$ cat config.mk
export PLATFORM = sky130hd
export DESIGN_NAME = pla_stim_capture
export DESIGN_NICKNAME = d
export VERILOG_FILES = /design/src/rtl/pla_harness_pkg.sv /design/src/rtl/pla_misr.sv /design/src/rtl/pla_stim_capture.sv
export SDC_FILE = /design/constraint.sdc
export NUM_CORES = 1
export LEC_CHECK = 0
export ABC_AREA = 1
export ABC_CLOCK_PERIOD_IN_PS = 1910
export CORE_MARGIN = 2
export CORE_UTILIZATION = 53
export CTS_BUF_LIST = sky130_fd_sc_hd__clkbuf_16
export DETAILED_ROUTE_END_ITERATION = 8
export PLACE_DENSITY = 0.81
export SYNTH_ARGS = -nofsm -noshare
export SYNTH_HDL_FRONTEND = slang
export SYNTH_SLANG_ARGS = --single-unit
$ cat constraint.sdc
create_clock -name clk -period 1.91 [get_ports clk]
set_clock_uncertainty 0.15 [all_clocks]
set_input_delay 0.191 -clock clk [delete_from_list [all_inputs] [get_ports clk]]
set_output_delay 0.191 -clock clk [all_outputs]
set_load 0.02 [all_outputs]
$ cat src/rtl/pla_harness_pkg.sv
// -----------------------------------------------------------------------------
// pla_harness_pkg
//   Shared definitions for the PLA benchmark stimulus/response harness blocks
//   and the benchmark wrappers.
//   - PLA_NUM_IN     : input-vector width of the flattened benchmark netlists
//   - DEF_SIG_POLY   : default MISR feedback polynomial (bit i set = tap i)
//   - DEF_SIG_SEED   : default MISR value loaded on start
//   - harness_state_t: run-control FSM states
// -----------------------------------------------------------------------------
package pla_harness_pkg;

    localparam int          PLA_NUM_IN   = 25;
    localparam logic [31:0] DEF_SIG_POLY = 32'h04C1_1DB7;
    localparam logic [31:0] DEF_SIG_SEED = 32'h0000_0000;

    typedef enum logic [1:0] {
        ST_IDLE   = 2'd0,
        ST_HOLD   = 2'd1,
        ST_SAMPLE = 2'd2,
        ST_FIN    = 2'd3
    } harness_state_t;

endpackage : pla_harness_pkg

$ cat src/rtl/pla_misr.sv
// -----------------------------------------------------------------------------
// pla_misr
//   Single-input multiple-input-signature register. Each enabled cycle shifts
//   the signature left one place, folds the polynomial back in when the MSB
//   falls off, and XORs the serial response bit into bit 0. Load has priority
//   over shift so a new run always starts from a clean seed.
//
// Ports:
//   clk      in   clock
//   rst_n    in   asynchronous active-low reset (sig <= RST_VAL)
//   load     in   load seed into the signature
//   seed     in   SIG_W  value loaded when load=1
//   shift_en in   advance the signature by one response bit
//   din      in   serial response bit
//   sig      out  SIG_W  current signature
// -----------------------------------------------------------------------------
module pla_misr #(
    parameter int                 SIG_W    = 32,
    parameter logic [SIG_W-1:0]   SIG_POLY = 32'h04C1_1DB7,
    parameter logic [SIG_W-1:0]   RST_VAL  = '0
) (
    input  logic             clk,
    input  logic             rst_n,
    input  logic             load,
    input  logic [SIG_W-1:0] seed,
    input  logic             shift_en,
    input  logic             din,
    output logic [SIG_W-1:0] sig
);

    logic [SIG_W-1:0] sig_next;

    // NOTE: every variable assigned in always_comb gets an unconditional
    // default first, so no path can leave it unassigned and infer a latch.
    always_comb begin
        sig_next = {sig[SIG_W-2:0], 1'b0};
        if (sig[SIG_W-1]) begin
            sig_next = sig_next ^ SIG_POLY;
        end
        sig_next[0] = sig_next[0] ^ din;
    end

    // NOTE: state registers use non-blocking assignments only, so every
    // flop samples the pre-edge value regardless of block evaluation order.
    always_ff @(posedge clk or negedge rst_n) begin
        if (!rst_n) begin
            sig <= RST_VAL;
        end else if (load) begin
            sig <= seed;
        end else if (shift_en) begin
            sig <= sig_next;
        end
    end

endmodule : pla_misr

$ cat src/rtl/pla_stim_capture.sv
// -----------------------------------------------------------------------------
// pla_stim_capture
//   Drives a run of consecutive input vectors into one combinational PLA
//   benchmark instance and compacts its y0 responses into a MISR signature
//   and a ones-count. Each vector is held for SETTLE cycles (HOLD) and then
//   sampled in one SAMPLE cycle, so each vector costs SETTLE+1 cycles.
//
// Ports:
//   clk         in   clock
//   rst_n       in   asynchronous active-low reset
//   start       in   one-cycle run request, honoured only in IDLE
//   abort       in   terminate the run in progress
//   start_vec   in   NUM_IN    first vector of the run
//   num_vecs    in   NUM_IN+1  number of vectors, 0..2^NUM_IN
//   x_out       out  NUM_IN    registered vector to the benchmark inputs
//   y_in        in   benchmark output y0
//   busy        out  high from the accepted start until done or abort
//   done        out  one-cycle pulse at normal completion
//   signature   out  SIG_W     MISR result, held until the next start
//   ones_count  out  NUM_IN+1  sampled y_in=1 count, held until the next start
// -----------------------------------------------------------------------------
module pla_stim_capture
    import pla_harness_pkg::*;
#(
    parameter int               NUM_IN   = PLA_NUM_IN,
    parameter int               SETTLE   = 1,
    parameter int               SIG_W    = 32,
    parameter logic [SIG_W-1:0] SIG_POLY = DEF_SIG_POLY,
    parameter logic [SIG_W-1:0] SIG_SEED = DEF_SIG_SEED
) (
    input  logic              clk,
    input  logic              rst_n,
    input  logic              start,
    input  logic              abort,
    input  logic [NUM_IN-1:0] start_vec,
    input  logic [NUM_IN:0]   num_vecs,
    output logic [NUM_IN-1:0] x_out,
    input  logic              y_in,
    output logic              busy,
    output logic              done,
    output logic [SIG_W-1:0]  signature,
    output logic [NUM_IN:0]   ones_count
);

    // Settle timer sized for SETTLE-1; kept at one bit when SETTLE<=1 so the
    // HOLD logic stays legal even when HOLD is never entered.
    localparam int                 CNT_W    = (SETTLE > 1) ? $clog2(SETTLE) : 1;
    localparam logic [CNT_W-1:0]   CNT_LAST = CNT_W'((SETTLE > 0) ? SETTLE - 1 : 0);
    // State entered whenever a new vector is presented on x_out.
    localparam harness_state_t     VEC_ST   = (SETTLE > 0) ? ST_HOLD : ST_SAMPLE;

    harness_state_t     state;
    logic [NUM_IN:0]    remaining;
    logic [CNT_W-1:0]   settle_cnt;
    logic               accept;
    logic               sampling;
    logic               last_vec;

    assign accept   = (state == ST_IDLE) && start;
    assign sampling = (state == ST_SAMPLE);
    assign last_vec = (remaining == (NUM_IN+1)'(1));

    // The MISR shifts on every SAMPLE cycle, including one cut short by
    // abort, so the partial signature covers exactly the counted samples.
    pla_misr #(
        .SIG_W    (SIG_W),
        .SIG_POLY (SIG_POLY),
        .RST_VAL  (SIG_SEED)
    ) u_misr (
        .clk      (clk),
        .rst_n    (rst_n),
        .load     (accept),
        .seed     (SIG_SEED),
        .shift_en (sampling),
        .din      (y_in),
        .sig      (signature)
    );

    always_ff @(posedge clk or negedge rst_n) begin
        if (!rst_n) begin
            state      <= ST_IDLE;
            x_out      <= '0;
            busy       <= 1'b0;
            done       <= 1'b0;
            remaining  <= '0;
            settle_cnt <= '0;
            ones_count <= '0;
        end else begin
            // done is a pulse: raised only on the edge that enters FIN.
            done <= 1'b0;

            case (state)
                ST_IDLE: begin
                    // abort is ignored here, so start wins a tie with it.
                    if (start) begin
                        x_out      <= start_vec;
                        remaining  <= num_vecs;
                        ones_count <= '0;
                        settle_cnt <= '0;
                        if (num_vecs == '0) begin
                            // Empty run: complete immediately.
                            state <= ST_FIN;
                            done  <= 1'b1;
                            busy  <= 1'b0;
                        end else begin
                            state <= VEC_ST;
                            busy  <= 1'b1;
                        end
                    end
                end

                ST_HOLD: begin
                    if (abort) begin
                        state <= ST_IDLE;
                        busy  <= 1'b0;
                    end else if (settle_cnt == CNT_LAST) begin
                        settle_cnt <= '0;
                        state      <= ST_SAMPLE;
                    end else begin
                        settle_cnt <= settle_cnt + CNT_W'(1);
                    end
                end

                ST_SAMPLE: begin
                    ones_count <= ones_count + (NUM_IN+1)'(y_in);
                    remaining  <= remaining - (NUM_IN+1)'(1);
                    if (abort) begin
                        // abort beats completion; x_out stays on the
                        // vector that was just sampled.
                        state <= ST_IDLE;
                        busy  <= 1'b0;
                    end else if (last_vec) begin
                        state <= ST_FIN;
                        done  <= 1'b1;
                        busy  <= 1'b0;
                    end else begin
                        // Natural NUM_IN-bit wrap: all-ones steps to zero.
                        x_out <= x_out + NUM_IN'(1);
                        state <= VEC_ST;
                    end
                end

                ST_FIN: begin
                    state <= ST_IDLE;
                end

                default: begin
                    state <= ST_IDLE;
                    busy  <= 1'b0;
                end
            endcase
        end
    end

endmodule : pla_stim_capture

---- Word level (Yosys, flattened, before mapping) ----
Cells that the tools add are included.
word-level totals
  bits of input ports ..................... 56
  logic and storage cells ................. 70
  register bits ........................... 114
  output and inout bits ................... 85
cells by class
  bitwise gates (word level) .............. 2
  reductions and logical operators ........ 12
  equality and inequality tests ........... 11
  add/sub/neg operators ................... 4
  muxes and demuxes ....................... 33
operators with widths
  kind                                                    count
  case mux 26 bit (2 select lines)                        2
  two-way mux 25 bit                                      3
  two-way mux 32 bit                                      2
  two-way mux 26 bit                                      2
  case mux 25 bit (2 select lines)                        1
  two-way mux 27 bit                                      1
  adder 26 x 1 -> 26 bit                                  1
  == test 26 x 1 -> 1 bit (second input constant)         1
  zero test 26 bit                                        1
  subtractor 26 x 1 -> 26 bit (second input constant)     1
  adder 25 x 1 -> 25 bit (second input constant)          1
  inverter 14 bit                                         1
  two-way mux 1 bit                                       12
  two-way mux 2 bit                                       6
  inequality test 2 bit (second input constant)           5
  case mux 2 bit (4 select lines)                         1
  AND reduction 4 bit                                     2
  nonzero test 2 bit                                      3
  == test 2 bit (second input constant)                   2
  case mux 1 bit (2 select lines)                         2
  AND reduction 2 bit                                     2
  inequality test 3 x 2 -> 1 bit (second input constant)  1
  inequality test 3 bit (second input constant)           1
  case mux 1 bit (3 select lines)                         1
  other kinds (7)                                         7

---- Longest topological paths before layout ----
Gate-level depths: netlist of the first run.
  depth in word-level cells ............... 5
  depth in mapped cells ................... 12
  gate-level depth less buffers ........... 11

---- Cells and area by module ----
Synthesis of the first run repeated with hierarchy kept, for this count alone.
unflattened totals
  cell total of the unflattened synthesis .. 1168
  area total of the unflattened synthesis .. 7522.2 um2
by module, submodules not included
  module            seq. area each (um2)  area an instance (um2)  cells each  times used
  pla_stim_capture  2026.9                5876.9                  935         1
  pla_misr          800.8                 1645.3                  233         1

---- Worst setup path after synthesis of the first run ----
OpenSTA, ideal clock, no wires.
  path type ............................... flip-flop to flip-flop
  from .................................... reg ones_count[0]
  to ...................................... reg ones_count[20]
  stages on the path, launching flop included .. 10
  setup slack ............................. 0.054 ns
  buffers on the path ..................... 0
  period minus slack after synthesis ...... 1.856 ns
  arrival time ............................ 1.589 ns
  data required time ...................... 1.643 ns
  setup time .............................. 0.117 ns
  path through ............................ dfrtp_1 > ha_1 > ha_1 > nand2_1 > nor3_1 > nand2_1 > nor2_4 > nand3_1 > nor2_1 > nor2_1
on the way
  word-level cells in the longest chain between the ends .. 2
ends and longest elaborated chain
  item                              RTL line                 RTL
  start, declared                   pla_stim_capture.sv:42   output logic [NUM_IN:0] ones_count
  start signal, assigned            pla_stim_capture.sv:125  ones_count <= ones_count + (NUM_IN+1)'(y_in);
  adder 26 x 1 -> 26 bit            pla_stim_capture.sv:125
  case mux 26 bit (2 select lines)  pla_stim_capture.sv:92   case (state)
Every way passes these cells.
A chain may end at the register's enable or synchronous reset.

---- Worst setup path in the final report of the first run ----
  from .................................... reg x_out[16]
  to ...................................... out x_out[16]
RTL lines
  item                    RTL line                 RTL
  start, declared         pla_stim_capture.sv:37   output logic [NUM_IN-1:0] x_out,
  start signal, assigned  pla_stim_capture.sv:96   x_out <= start_vec;
  start signal, assigned  pla_stim_capture.sv:138  x_out <= x_out + NUM_IN'(1);
No word-level cell between the ends.

==> results of run 1 <==
[cell families (layout without fill, tap and decap cells)]
kind of cell | Yosys count | after routing | share of synthesized area
mux | 1 | 1 | 0.001375
xor+xnor | 18 | 18 | 0.02165
compound gates | 134 | 134 | 0.1021
flops | 113 | 113 | 0.3884
simple gates | 613 | 613 | 0.3752
fa+ha+maj | 8 | 8 | 0.01375
buf+inv | 169 | 361 | 0.09761
[layer usage]
metal  up-vias  GRT usage
li1       3738          -
met1      3634     0.3621
met2       295     0.4642
met3        46    0.06579
met4         0    0.08621
met5         -          0
[worst min-delay path by stage]
stage,startpoint,end,depth (start not counted)
floorplan,rst_n,busy$_DFFE_PN0P_,0
global placement,rst_n,ones_count[18]$_DFFE_PN0P_,2
detailed placement,rst_n,ones_count[20]$_DFFE_PN0P_,2
CTS,start_vec[11],x_out[11]$_DFFE_PN0P_,5
global route,start_vec[11],x_out[11]$_DFFE_PN0P_,5
finish,rst_n,ones_count[18]$_DFFE_PN0P_,3
[where the power goes]
group          leakage [nW]  internal [mW]  switching (mW)
clock                 0.282           2.06            1.24
combinational          2.84           2.44            3.40
sequential             1.48           3.01           0.763
[per-stage QoR]
stage                     utilization  hold WS (ns)  std cells  area (um2)  setup slack (ns)
after floorplan                     -       -0.2546       1056        7281           0.05448
after global placement         0.6857        0.1800       1382        9153           -0.2793
after detailed placement       0.6857        0.1816       1382        9153           -0.3616
after CTS                      0.7328        0.2511       1415        9782           0.01631
after global routing           0.7505        0.2859       1424       10020          -0.02892
final                          0.7505        0.2067       1424       10020           0.03331
[synthesized netlist by cell type, drive strengths merged]
cell type    n  area [um2]
a211oi       1       7.510
a21boi       2       15.02
a21o         1       7.510
a21oi       31       155.2
a22oi        1       7.510
a311oi       1       8.760
and2         2       12.51
buf         27       177.7
clkbuf      10       37.54
dfrtp      113        2828
ha           8       100.1
inv        132       495.5
mux2i        1       10.01
nand2      312        1201
nand3      118       653.1
nand3b       4       30.03
nand4       15       93.84
nor2       138       600.6
nor3        13       70.07
nor3b        1       7.510
o211ai       4       30.03
o21a         1       7.510
o21ai       63       315.3
o21bai       5       37.54
o22ai       23       143.9
o31ai        1       7.510
or2         10       62.56
xnor2       14       122.6
xor2         4       35.03
[registers in the layout, indices dropped and copies added, names as in the netlist]
register    cells
busy            1
done            1
ones_count     26
remaining      26
state           2
u_misr.sig     32
x_out          25
[layout make-up]
type                    instances  share of cell area
clock inverters                15             0.01799
flip-flops and latches        113              0.2823
clock buffers                  17             0.04247
repair buffers                197              0.1985
multi-input cells             774              0.3868
well taps                     176             0.02198
inverters                     132             0.04996
[timing repair]
| action | 4_1_cts | 5_1_grt |
|---|---|---|
| pin swaps | 0 | 14 |
| hold buffers | 1 | 0 |
| buffers inserted | 0 | 8 |
| endpoints found under the hold margin | 113 | 0 |
| gates cloned | 0 | 1 |
| endpoints found under the setup margin | 23 | 61 |
| resized for setup | 6 | 43 |
==> reports/results.txt, run 1 <==
most frequent cells in the layout -> nand2_1, clkdlybuf4s50_1, inv_1, nor2_1, dfrtp_1
Die Y -> 121.2 um
Max Clock Freq -> 0.5329 GHz
wire length per cell -> 14.59 um
synthesis-stage register bit count -> 113
vias in the first global route -> 7142
final wirelength -> 20.78 mm
largest net degree at the start of global routing -> 114
placer congestion estimate -> 0.9518
final setup vio count -> 0
Crit path depth -> 1
Layout area overhead -> 37.58%
CP Launch Type -> register
Buf+Inv Stages, Crit Path -> 1
vias -> 7713
Netlist cell types -> 43
CP Class -> register to primary output
initial core utilization -> 0.5455
slowest CP cell -> clkdlybuf4s50_1
max incr delay on CP -> 0.65 ns
register-to-register setup slack -> 0.07 ns
Largest delay share family, worst path -> buffers and inverters
Crit path required time -> 1.57 ns
CTS max path bufs -> 2
Total Nets Final -> 1299
antenna-violating nets left -> 0
Reg area -> 2828 um2
Seq/Total Area, Yosys -> 0.3884
share of layout cells above drive strength 1 -> 0.1346
Clk Latency, worst-skew pair -> 0.42 ns
max layer used -> met4
Tot GR Track Use -> 0.2792
period utilization -> 0.9826
CTS sink cnt -> 113
Synthesis Warnings -> 0
Overall Power -> 12.91 mW
first-pass GRT wire length -> 33.06 mm
min cycle time layout -> 1.877 ns
critical path endpoint -> x_out[16]
worst slew pin tran -> 0.6463 ns
CTS Buf Count -> 17
worst r2r src -> ones_count[0]$_DFFE_PN0P_
met1 WL -> 8.689 mm
Worst Path Max Fanout -> 6
Hold Path Class -> input pin to async pin
grt ovf -> 0
die width -> 121.2 um
number of H-tree levels -> 4
vias per cell -> 5.416
RSZ-0062 raised after global routing -> yes
multi-input combinational cell area -> 3875 um2
Mapped Nets -> 1120
Final Max Slew Viols -> 0
hpwl dp -> 14.19 mm
Power Density -> 1289 nW/um2
Pleak -> 4.601 nW
CP startpoint -> x_out[16]$_DFFE_PN0P_
clock root cell -> clkbuf_16
# diodes -> 0
Final Hold Viols -> 0
most common cell after layout, fill and taps aside -> nand2_1
CTS tree -> done
CP Capture Type -> primary output
clock slew at reported path FFs -> 0.06 ns
Pre-antenna DRT Iters -> 5
top-level port count -> 141
die area -> 14690 um2
max-capacitance violation count -> 0
metal3 WL -> 1.385 mm
Final TNS setup -> 0 ns
synthesized instance count -> 1056
Routed met2 length -> 10.29 mm
initial detailed-routing violation count -> 615
Worst Reg2Reg Path Length in Cells -> 9
Mapped Area -> 7281 um2
maximum VDD drop -> 0.6836 mV
Rel. slew slack -> 0.5692
crit path DAT -> 1.54 ns
fillers -> 1008
area of the core -> 13350 um2
DRC Markers -> 0
cell row count -> 42
port bufs -> 140
syn avg cell area -> 6.895 um2
initial antenna violation count -> 0
CP cell instances -> clkdlybuf4s50_1
worst r2r dst -> ones_count[20]$_DFFE_PN0P_
status -> finished, final reports clean
Note: power is estimated with default switching activity, not from simulation.
==> run 2, diff against run 1 <==
--- a/config.mk
+++ b/config.mk
@@ -11,6 +11,7 @@
 export CORE_UTILIZATION = 53
 export CTS_BUF_LIST = sky130_fd_sc_hd__clkbuf_16
 export DETAILED_ROUTE_END_ITERATION = 8
+export GPL_TIMING_DRIVEN = 0
 export PLACE_DENSITY = 0.81
 export SYNTH_ARGS = -nofsm -noshare
 export SYNTH_HDL_FRONTEND = slang
==> run 2 against run 1 <==
Compared with the run above: sequential share of layout area is 0.32 points lower; wire length up 13%; highest routed layer unchanged; maximum frequency is 4.0% lower; largest power group unchanged; die area unchanged; final cell count about the same; global-route usage grew 2.6 points; register-to-register slack worse by 0.11 ns; cell area rose by 1.3%; the run now ends with design-rule violations, negative setup slack left.
==> reports/results.txt, run 2 (synthesized netlist as in run 1, its figures left out) <==
final setup vio count -> 22 (+22)
first-pass GRT wire length -> 35.15 mm (+6.3%)
CP startpoint -> state[1]$_DFFE_PN0N_
vias per cell -> 5.638 (+4.1%)
Finished Layout Cells -> 1425 (+0.070%)
area of the core -> 13350 um2 (unchanged)
Final Max Slew Viols -> 0 (unchanged)
CTS Buf Count -> 17 (unchanged)
wire length per cell -> 16.52 um (+13%)
fillers -> 993 (-1.5%)
share of layout cells above drive strength 1 -> 0.1433 (+0.008699)
maximum VDD drop -> 0.8517 mV (+25%)
worst r2r src -> state[1]$_DFFE_PN0N_
Rel. slew slack -> 0.6180 (+0.04885)
vias in the first global route -> 7198 (+0.78%)
grt ovf -> 0 (unchanged)
Tot GR Track Use -> 0.3050 (+0.02578)
Clk Latency, worst-skew pair -> 0.42 ns (about the same)
Hold WS -> 0.03130 ns (-0.1754 ns)
failing checks -> design-rule violations, negative setup slack
initial antenna violation count -> 1 (+1)
# diodes -> 0 (unchanged)
top-level port count -> 141 (unchanged)
most common cell after layout, fill and taps aside -> nand2_1
worst setup margin -> -0.04435 ns (-0.07766 ns)
worst slew pin tran -> 0.5730 ns (-0.07328 ns)
number of H-tree levels -> 4 (unchanged)
Worst Reg2Reg Path Length in Cells -> 8 (-1)
worst r2r dst -> u_misr.sig[18]$_DFFE_PN0P_
RSZ-0062 raised after global routing -> yes
critical path endpoint -> u_misr.sig[18]$_DFFE_PN0P_
max-capacitance violation count -> 0 (unchanged)
Crit path required time -> 2.09 ns (+0.52 ns)
placed insts -> 1373 (-0.65%)
crit path DAT -> 2.14 ns (+0.60 ns)
Final TNS setup -> -0.2868 ns (-0.2868 ns)
clock root cell -> clkbuf_16
cell row count -> 42 (unchanged)
Pleak -> 4.668 nW (+1.4%)
placer congestion estimate -> 1.008 (+5.9%)
status -> finished with violations
Reg area -> 2831 um2 (+0.13%)
hpwl dp -> 15.71 mm (+11%)
CTS sink cnt -> 113 (unchanged)
vias -> 8034 (+4.2%)
fin area -> 10140 um2 (+1.3%)
largest net degree at the start of global routing -> 96 (-16%)
Die Y -> 121.2 um (unchanged)
clock slew at reported path FFs -> 0.06 ns (about the same)
DRC Markers -> 1 (+1)
die area -> 14690 um2 (unchanged)
Layout area overhead -> 39.34%
Final Hold Viols -> 0 (unchanged)
Overall Power -> 13.52 mW (+4.8%)
CP Launch Type -> register
antenna-violating nets left -> 0 (unchanged)
Hold Path Class -> input pin to async pin
initial detailed-routing violation count -> 907 (+47%)
most frequent cells in the layout -> nand2_1, clkdlybuf4s50_1, inv_1, nor2_1, dfrtp_1
final wirelength -> 23.54 mm (+13%)
Power Density -> 1333 nW/um2 (+3.4%)
Worst Path Max Fanout -> 10 (+4)
largest register by flop count -> u_misr.sig
CTS tree -> done
Pre-antenna DRT Iters -> 9 (+4)
die width -> 121.2 um (unchanged)
CP Class -> register to register
Max Clock Freq -> 0.5117 GHz (-4.0%)
min cycle time layout -> 1.954 ns (+0.07766 ns)
multi-input combinational cell area -> 3980 um2 (+2.7%)
initial core utilization -> 0.5455 (unchanged)
final core utilization -> 0.7600 (+0.009561)
Total Nets Final -> 1300 (+0.077%)
pre-CTS setup slack -> -0.4517 ns (-0.09013 ns)
CP Capture Type -> register
CTS max path bufs -> 2 (unchanged)
period utilization -> 1.023 (+0.04066)
Placed Instance Area -> 8931 um2 (-2.4%)
port bufs -> 140 (unchanged)
Largest regs -> u_misr.sig (32), ones_count (26), remaining (26)
register-to-register setup slack -> -0.04 ns (-0.11 ns)
max reg flops -> 32 (unchanged)
==> run 2: what timing repair did <==
item | in CTS | in global routing
hold endpoints to repair | 113 | 0
gates resized for setup | 22 | 86
setup buffers | 2 | 12
endpoints found under the setup margin | 79 | 112
hold buffers | 1 | 0
pin swaps | 1 | 20
cloned | 0 | 5
==> run 2: layer usage <==
metal	vias to the layer above	part of all wire	GRT usage
li1	3758	-	-
met1	3741	0.40	0.3982
met2	453	0.47	0.4930
met3	82	0.092	0.07519
met4	0	0.031	0.1106
met5	-	0	0
==> run 2: area by class of cell <==
class                           instances  share of cell area
Multi-Input combinational cell        774              0.3923
Sequential cell                       113              0.2791
Timing Repair Buffer                  161              0.1664
Inverter                              132             0.04909
Clock buffer                           17             0.04193
Buffer                                 37             0.03034
Tap cell                              176             0.02171
Clock inverter                         15             0.01912
==> run 2: where the power goes <==
| group | total (mW) | internal (mW) | switching (mW) |
|---|---|---|---|
| logic | 6.30 | 2.51 | 3.80 |
| clock network | 3.36 | 2.17 | 1.19 |
| registers | 3.86 | 3.01 | 0.852 |
| total | 13.5 | 7.69 | 5.83 |
==> run 2: how the worst min path moves through the flow <==
stage	startpoint	endpoint	slack (ns)	cells after the start
2_1_floorplan	rst_n	busy$_DFFE_PN0P_	-0.25	0
3_3_place_gp	busy$_DFFE_PN0P_	busy$_DFFE_PN0P_	0.32	2
3_5_place_dp	rst_n	ones_count[22]$_DFFE_PN0P_	-0.10	1
4_1_cts	rst_n	x_out[15]$_DFFE_PN0P_	0.04	2
5_1_grt	rst_n	ones_count[22]$_DFFE_PN0P_	0.04	2
6_report	rst_n	ones_count[22]$_DFFE_PN0P_	0.03	2
==> run 2: worst max-delay path, stage by stage (launching register included) <==
cell and delay [ns]:
dfrtp_1 0.40, buf_4 0.15, ha_4 0.15, buf_6 0.13
inv_1 0.18, buf_6 0.18, nand2_2 0.14, buf_2 0.21
o22ai_1 0.18
